$ cat config.mk
export PLATFORM = sky130hd
export DESIGN_NAME = alu_mc_n
export DESIGN_NICKNAME = d
export VERILOG_FILES = /design/src/rtl/alu_pkg.sv /design/src/rtl/alu_muldiv_iter.sv /design/src/rtl/alu_mc_n.sv
export SDC_FILE = /design/constraint.sdc
export NUM_CORES = 2
export LEC_CHECK = 0
export CORE_MARGIN = 2
export CORE_UTILIZATION = 45
export CTS_CLUSTER_DIAMETER = 120
export DETAILED_ROUTE_END_ITERATION = 10
export GPL_TIMING_DRIVEN = 0
export SLEW_MARGIN = 20
export SYNTH_ARGS = -nofsm -noshare
export SYNTH_HDL_FRONTEND = slang
export SYNTH_SLANG_ARGS = --single-unit
$ cat constraint.sdc
create_clock -name Clock -period 4.4 [get_ports Clock]
set_input_delay 0.44 -clock Clock [delete_from_list [all_inputs] [get_ports Clock]]
set_output_delay 0.44 -clock Clock [all_outputs]
set_load 0.02 [all_outputs]
$ cat src/rtl/alu_pkg.sv
// Shared opcode encoding (CPU ID-stage) and mul/div engine state type.
package alu_pkg;

   localparam logic [4:0] OpLd   = 5'd0;
   localparam logic [4:0] OpLdi  = 5'd1;
   localparam logic [4:0] OpSt   = 5'd2;
   localparam logic [4:0] OpAdd  = 5'd3;
   localparam logic [4:0] OpSub  = 5'd4;
   localparam logic [4:0] OpAnd  = 5'd5;
   localparam logic [4:0] OpOr   = 5'd6;
   localparam logic [4:0] OpRor  = 5'd7;
   localparam logic [4:0] OpRol  = 5'd8;
   localparam logic [4:0] OpShr  = 5'd9;
   localparam logic [4:0] OpShra = 5'd10;
   localparam logic [4:0] OpShl  = 5'd11;
   localparam logic [4:0] OpAddi = 5'd12;
   localparam logic [4:0] OpAndi = 5'd13;
   localparam logic [4:0] OpOri  = 5'd14;
   localparam logic [4:0] OpDiv  = 5'd15;
   localparam logic [4:0] OpMul  = 5'd16;
   localparam logic [4:0] OpNeg  = 5'd17;
   localparam logic [4:0] OpNot  = 5'd18;
   localparam logic [4:0] OpBr   = 5'd19;
   localparam logic [4:0] OpNop  = 5'd26;
   localparam logic [4:0] OpHalt = 5'd27;

   typedef enum logic [1:0] {
      MdIdle,
      MdPrep,
      MdIter,
      MdFix
   } md_state_e;

endpackage

$ cat src/rtl/alu_muldiv_iter.sv
// Iterative radix-2 multiply / restoring divide engine: PREP -> ITER x WIDTH -> FIX.
module alu_muldiv_iter
   import alu_pkg::*;
#(
   parameter int unsigned WIDTH  = 32,
   parameter bit          SIGNED = 1'b1
) (
   input  logic               clk_i,
   input  logic               clear_i,
   input  logic               start_i,
   input  logic               is_div_i,
   input  logic [WIDTH-1:0]   a_i,
   input  logic [WIDTH-1:0]   b_i,
   output logic               idle_o,
   output logic               done_o,
   output logic               div_zero_o,
   output logic [2*WIDTH-1:0] result_o
);

   localparam int unsigned SHW = $clog2(WIDTH);

   md_state_e          state_q, state_d;
   logic [WIDTH-1:0]   a_q, a_d, b_q, b_d;
   logic [2*WIDTH-1:0] acc_q, acc_d;
   logic [SHW-1:0]     cnt_q, cnt_d;
   logic               is_div_q, is_div_d, sgn_q_q, sgn_q_d, sgn_r_q, sgn_r_d;

   logic [WIDTH:0]     mul_sum, div_shift, div_diff;
   logic [WIDTH-1:0]   a_abs, b_abs, quot, rem;
   logic [2*WIDTH-1:0] prod;

   always_comb begin
      state_d   = state_q;
      a_d       = a_q;
      b_d       = b_q;
      acc_d     = acc_q;
      cnt_d     = cnt_q;
      is_div_d  = is_div_q;
      sgn_q_d   = sgn_q_q;
      sgn_r_d   = sgn_r_q;
      a_abs     = (SIGNED && a_q[WIDTH-1]) ? -a_q : a_q;
      b_abs     = (SIGNED && b_q[WIDTH-1]) ? -b_q : b_q;
      mul_sum   = {1'b0, acc_q[2*WIDTH-1:WIDTH]} + (acc_q[0] ? {1'b0, b_q} : '0);
      div_shift = acc_q[2*WIDTH-1:WIDTH-1];
      div_diff  = div_shift - {1'b0, b_q};
      case (state_q)
         MdIdle: begin
            if (start_i) begin
               a_d      = a_i;
               b_d      = b_i;
               is_div_d = is_div_i;
               state_d  = MdPrep;
            end
         end
         MdPrep: begin
            acc_d   = {{WIDTH{1'b0}}, a_abs};
            b_d     = b_abs;
            sgn_q_d = SIGNED && (a_q[WIDTH-1] ^ b_q[WIDTH-1]);
            sgn_r_d = SIGNED && a_q[WIDTH-1];
            cnt_d   = SHW'(WIDTH - 1);
            state_d = (is_div_q && (b_q == '0)) ? MdFix : MdIter;
         end
         MdIter: begin
            if (is_div_q) begin
               // Non-negative difference (sign bit clear) means the subtract sticks.
               acc_d = {(div_diff[WIDTH] ? div_shift[WIDTH-1:0] : div_diff[WIDTH-1:0]),
                        acc_q[WIDTH-2:0], ~div_diff[WIDTH]};
            end else begin
               acc_d = {mul_sum, acc_q[WIDTH-1:1]};
            end
            cnt_d = cnt_q - 1'b1;
            if (cnt_q == '0) begin
               state_d = MdFix;
            end
         end
         MdFix: begin
            state_d = MdIdle;
         end
         default: begin
            state_d = MdIdle;
         end
      endcase
   end

   always_comb begin
      prod       = sgn_q_q ? -acc_q : acc_q;
      quot       = sgn_q_q ? -acc_q[WIDTH-1:0] : acc_q[WIDTH-1:0];
      rem        = sgn_r_q ? -acc_q[2*WIDTH-1:WIDTH] : acc_q[2*WIDTH-1:WIDTH];
      div_zero_o = is_div_q && (b_q == '0);
      if (div_zero_o) begin
         quot = '1;
         rem  = a_q;
      end
      result_o = is_div_q ? {rem, quot} : prod;
      idle_o   = (state_q == MdIdle);
      done_o   = (state_q == MdFix);
   end

   always_ff @(posedge clk_i) begin
      if (clear_i) begin
         state_q  <= MdIdle;
         a_q      <= '0;
         b_q      <= '0;
         acc_q    <= '0;
         cnt_q    <= '0;
         is_div_q <= 1'b0;
         sgn_q_q  <= 1'b0;
         sgn_r_q  <= 1'b0;
      end else begin
         state_q  <= state_d;
         a_q      <= a_d;
         b_q      <= b_d;
         acc_q    <= acc_d;
         cnt_q    <= cnt_d;
         is_div_q <= is_div_d;
         sgn_q_q  <= sgn_q_d;
         sgn_r_q  <= sgn_r_d;
      end
   end

endmodule

$ cat src/rtl/alu_mc_n.sv
// Multi-cycle ALU top: single-cycle datapath, opcode decode and registered outputs.
module alu_mc_n
   import alu_pkg::*;
#(
   parameter int unsigned WIDTH  = 32,
   parameter bit          SIGNED = 1'b1
) (
   input  logic               Clock,
   input  logic               Clear,
   input  logic               in_valid,
   output logic               in_ready,
   input  logic [4:0]         Control,
   input  logic               Branch,
   input  logic               IncrementPC,
   input  logic [WIDTH-1:0]   reg_A,
   input  logic [WIDTH-1:0]   reg_B,
   output logic               out_valid,
   output logic [2*WIDTH-1:0] reg_C,
   output logic               div_zero,
   output logic               unknown_op
);

   localparam int unsigned SHW = $clog2(WIDTH);

   logic [2*WIDTH-1:0] c_q, c_d, md_result;
   logic               ov_q, ov_d, dz_q, dz_d, uo_q, uo_d;
   logic               accept, md_start, md_idle, md_done, md_dz;
   logic [WIDTH-1:0]   sc_res;
   logic               sc_hit;
   logic [SHW-1:0]     shamt;
   logic [SHW:0]       shinv;

   assign accept = in_valid && in_ready;
   assign shamt  = reg_B[SHW-1:0];
   // WIDTH is a power of two, so {1, 0...0} equals WIDTH; shinv = WIDTH - shamt.
   assign shinv  = {1'b1, {SHW{1'b0}}} - {1'b0, shamt};

   always_comb begin
      sc_res = '0;
      sc_hit = 1'b1;
      case (Control)
         OpLd, OpLdi, OpSt, OpAdd, OpAddi: sc_res = reg_A + reg_B;
         OpSub:         sc_res = reg_A - reg_B;
         OpAnd, OpAndi: sc_res = reg_A & reg_B;
         OpOr, OpOri:   sc_res = reg_A | reg_B;
         OpNot:         sc_res = ~reg_B;
         OpNeg:         sc_res = -reg_B;
         OpShl:         sc_res = reg_A << shamt;
         OpShr:         sc_res = reg_A >> shamt;
         OpShra:        sc_res = $signed(reg_A) >>> shamt;
         OpRol:         sc_res = (reg_A << shamt) | (reg_A >> shinv);
         OpRor:         sc_res = (reg_A >> shamt) | (reg_A << shinv);
         OpBr:          sc_res = Branch ? reg_A + reg_B : reg_A;
         default:       sc_hit = 1'b0;
      endcase
   end

   always_comb begin
      c_d      = c_q;
      ov_d     = 1'b0;
      dz_d     = dz_q;
      uo_d     = uo_q;
      md_start = 1'b0;
      if (md_done) begin
         c_d  = md_result;
         ov_d = 1'b1;
         dz_d = md_dz;
         uo_d = 1'b0;
      end else if (accept) begin
         if (IncrementPC) begin
            c_d  = {{WIDTH{1'b0}}, reg_B + 1'b1};
            ov_d = 1'b1;
            dz_d = 1'b0;
            uo_d = 1'b0;
         end else if (sc_hit) begin
            c_d  = {{WIDTH{1'b0}}, sc_res};
            ov_d = 1'b1;
            dz_d = 1'b0;
            uo_d = 1'b0;
         end else if ((Control == OpMul) || (Control == OpDiv)) begin
            md_start = 1'b1;
         end else if ((Control == OpNop) || (Control == OpHalt)) begin
            ov_d = 1'b1;
            dz_d = 1'b0;
            uo_d = 1'b0;
         end else begin
            c_d  = '0;
            ov_d = 1'b1;
            dz_d = 1'b0;
            uo_d = 1'b1;
         end
      end
   end

   alu_muldiv_iter #(
      .WIDTH  (WIDTH),
      .SIGNED (SIGNED)
   ) u_muldiv (
      .clk_i      (Clock),
      .clear_i    (Clear),
      .start_i    (md_start),
      .is_div_i   (Control == OpDiv),
      .a_i        (reg_A),
      .b_i        (reg_B),
      .idle_o     (md_idle),
      .done_o     (md_done),
      .div_zero_o (md_dz),
      .result_o   (md_result)
   );

   always_ff @(posedge Clock) begin
      if (Clear) begin
         c_q  <= '0;
         ov_q <= 1'b0;
         dz_q <= 1'b0;
         uo_q <= 1'b0;
      end else begin
         c_q  <= c_d;
         ov_q <= ov_d;
         dz_q <= dz_d;
         uo_q <= uo_d;
      end
   end

   assign in_ready   = md_idle;
   assign out_valid  = ov_q;
   assign reg_C      = c_q;
   assign div_zero   = dz_q;
   assign unknown_op = uo_q;

endmodule

==> impl_metrics.json <==
{
  "final_cell_mix": "460 x nor2_1, 395 x nand2_1, 395 x a21oi_1",
  "final_nets": 4495,
  "period_share": 1.08,
  "grtUsageMet2": 0.681,
  "grt_remaining_overflow": 0,
  "ir_drop_uv": 255,
  "rows": 93,
  "path_class": "in -> reg",
  "worstMarginPinSlew_ns": 1.35,
  "p_per_area_nw_per_um2": 306,
  "design.core.area_um2": 64600,
  "final_area_um2": 33800,
  "synthesis.nets": 4323,
  "num_vias": 37900,
  "slew_violations": 0,
  "htree_levels": 1,
  "postRouteAntennaNets": 0,
  "synth-compound-area-share": 0.299,
  "synthAdderAreaFrac": 0.0793,
  "fmax_mhz": 210,
  "slew_headroom": 0.0983,
  "synthMuxAreaShare": 0.143,
  "synth_top_family_by_area": "compound AO/OA/AOI/OAI gates",
  "routedWlPerCell_um": 36.0,
  "synth_warnings": 0,
  "crit_arrival_ns": 5.20,
  "cts_root_buf": "clkbuf_16",
  "drc": 0,
  "fin_ws_ns": -0.372,
  "synth_flop_cell": "dfxtp_1",
  "grt_max_degree": 16,
  "skew_ns": 0.0196,
  "status": "finished, violations left",
  "syn_area_per_cell_um2": 7.23,
  "cap_violations": 0,
  "routabilityCongestion": 1.19,
  "layout_commonest_cell": "nor2_1",
  "fillerInstances": 6583,
  "start_kind": "input port",
  "hold_ws_ns": 0.452,
  "clock_latency_ns": 0.55,
  "wl_mm": 185,
  "path_cells": "clkdlybuf4s50_1 > clkbuf_2 > inv_1 > a21oi_1 > a21oi_1 > a21oi_1 > a21oi_1 > o221ai_1 > a21oi_2 > o221ai_2 > a221oi_4 > o21ai_0",
  "cts_tree": "yes",
  "synthSimpleGateAreaFrac": 0.200,
  "critPathSlowestCell": "clkdlybuf4s50_1",
  "cts_buffers": 22,
  "critPathMaxStageDelay_ns": 0.88,
  "dp_hpwl_mm": 146,
  "final-setup-viol-count": 22,
  "drt_iter0_markers": 7234,
  "antenna_found_initial": 17,
  "fp.dieH_um": 260,
  "path_max_fanout": 10,
  "yosys.cell_types.count": 88,
  "path_delay_family": "compound AO/OA/AOI/OAI gates",
  "total_power_uw": 10300,
  "finalSetupTns_ns": -2.70,
  "worst_setup_path_end_kind": "flop",
  "grt_pass1_vias": 33500,
  "hold_viol_final": 0,
  "synth-async-reset-ratio": 0,
  "grt.total_usage": 0.524,
  "cts_hold_buffers": 0,
  "synth_edf_count": 0,
  "die-area_um2": 67400,
  "ys_seq_elements": 205,
  "cts_buffer_depth": 3,
  "drive_gt1_frac": 0.105,
  "cp_num_buf_inv": 3,
  "clk_pin_slew_ns": 0.07,
  "gr-usage-met1": 0.686,
  "cts_num_sinks": 205,
  "violations": "negative setup slack",
  "grt_first_pass_wirelength_mm": 253,
  "worstHoldPathType": "reg -> reg",
  "grt_busiest_layer": "met1",
  "synth_area_um2": 29400,
  "leakagePower_uw": 0.0130,
  "io_buffers": 140,
  "drt_pre_antenna_iters": 9,
  "crit_required_ns": 4.83,
  "cpMostUsedCell": "a21oi_1",
  "die_w_um": 260,
  "initial_core_util": 0.455,
  "placed_area_um2": 31900,
  "areaGrowthSynthToFinish_pct": 15.1,
  "seq_area_frac_synth": 0.140,
  "num_io_pins": 142,
  "met3_usage": 0.277,
  "synth_xor_area_frac": 0.0769,
  "fin_crit_ns": 4.77,
  "synth_cells": 4065,
  "viasPerCell": 7.39
}
## synthesized netlist by cell type, types with 19 or more instances
cell / instances / area, um^2
xnor2_1: 158 / 1380
nor4_1: 25 / 156
nand2_1: 396 / 1490
mux4_2: 100 / 2250
a22o_1: 25 / 219
or3_1: 39 / 244
and3_1: 24 / 150
buf_1: 51 / 191
o211ai_1: 50 / 375
a22oi_1: 50 / 375
nand3_1: 82 / 410
xor2_1: 100 / 876
o21ai_0: 306 / 1530
inv_1: 136 / 510
and2_1: 20 / 125
mux2i_1: 156 / 1560
buf_2: 30 / 150
a211oi_1: 76 / 571
a221oi_1: 45 / 394
nor2b_1: 26 / 163
a21o_1: 59 / 443
nand2b_1: 45 / 282
o221ai_1: 61 / 534
o21a_1: 24 / 180
nand4_1: 23 / 144
o31ai_1: 30 / 225
a21oi_1: 409 / 2050
clkbuf_1: 249 / 935
nor2_1: 461 / 1730
a31oi_1: 19 / 119
mux2_2: 35 / 394
dfxtp_1: 205 / 4100
ha_1: 180 / 2250
o22ai_1: 25 / 156
nor3_1: 86 / 430
## flip-flops by register name, summed over array words and instances, names as in the netlist
register	count
reg_C	64
u_muldiv.acc_q	64
u_muldiv.sgn_r_q	1
u_muldiv.a_q	32
u_muldiv.sgn_q_q	1
u_muldiv.cnt_q	5
div_zero	1
u_muldiv.is_div_q	1
out_valid	1
u_muldiv.state_q	2
u_muldiv.b_q	32
unknown_op	1
## timing repair
| item | 4_1_cts | 5_1_grt |
|---|---|---|
| pin swaps | 21 | 16 |
| cloned | 0 | 0 |
| gates resized for setup | 243 | 109 |
| buffers inserted | 5 | 6 |
| endpoints found under the setup margin | 39 | 65 |
## metrics by stage
stage	setup slack (ns)	cells	utilization
2_1_floorplan	0.122	4065	-
3_3_place_gp	-4.20	5060	0.494
3_5_place_dp	-4.16	5061	0.494
4_1_cts	-0.00407	5104	0.518
5_1_grt	-0.00914	5113	0.524
6_report	-0.372	5126	0.524
## report_power, final
group	internal, uW	leakage [uW]	switching [uW]
Clock	1150	0.000376	921
Sequential	1950	0.00166	141
Combinational	1950	0.0110	4230
## worst reg2reg max path, delay by kind of cell (launching register included)
family | cells | cell delay (ns)
AO/OA/AOI/OAI | 3 | 1.19
XOR/XNOR | 1 | 0.22
adder cells (fa/ha/maj) | 1 | 0.33
buffers and inverters | 3 | 0.78
flip-flops | 1 | 0.42
AND/OR/NAND/NOR | 3 | 1.26
## worst paths after layout
| kind | from | endpoint | slack, ns | cells after the start |
|---|---|---|---|---|
| setup / recovery | reg_A[29] | reg_C[16]$_SDFFE_PP0P_ | -0.37 | 12 |
| setup reg to reg | u_muldiv.acc_q[0]$_SDFFE_PP0P_ | reg_C[26]$_SDFFE_PP0P_ | 0.08 | 11 |
| hold / removal | reg_C[22]$_SDFFE_PP0P_ | reg_C[22]$_SDFFE_PP0P_ | 0.45 | 2 |
| hold reg to reg | reg_C[22]$_SDFFE_PP0P_ | reg_C[22]$_SDFFE_PP0P_ | 0.45 | 2 |
## kinds of logic (layout without fill, tap and decap cells)
| logic type | after synthesis | count (layout) |
|---|---|---|
| compound gates | 1361 | 1361 |
| xor+xnor | 258 | 258 |
| fa+ha+maj | 184 | 184 |
| buf+inv | 472 | 660 |
| flops | 205 | 205 |
| mux | 291 | 291 |
| other cells | 0 | 18 |
| simple gates | 1294 | 1294 |
## cell type report
class | instances | area, um^2 | share of cell area
plain buffers | 329 | 1560 | 0.0462
clock buffers | 28 | 634 | 0.0187
well taps | 855 | 1070 | 0.0316
flip-flops and latches | 205 | 4100 | 0.121
clock inverters | 12 | 134 | 0.00396
inverters | 139 | 528 | 0.0156
diodes | 18 | 45.0 | 0.00133
multi-input cells | 3388 | 24300 | 0.717
repair buffers | 152 | 1490 | 0.0440
## metal layers
| layer | vias up | wire length [um] | part of all wire |
|---|---|---|---|
| met3 | 799 | 32600 | 0.18 |
| met4 | 20 | 13400 | 0.072 |
| met2 | 3540 | 67500 | 0.37 |
| met5 | - | 207 | 0.0011 |
| li1 | 15400 | - | - |
| met1 | 18100 | 71000 | 0.38 |
Power figures use the tool's default switching activity.
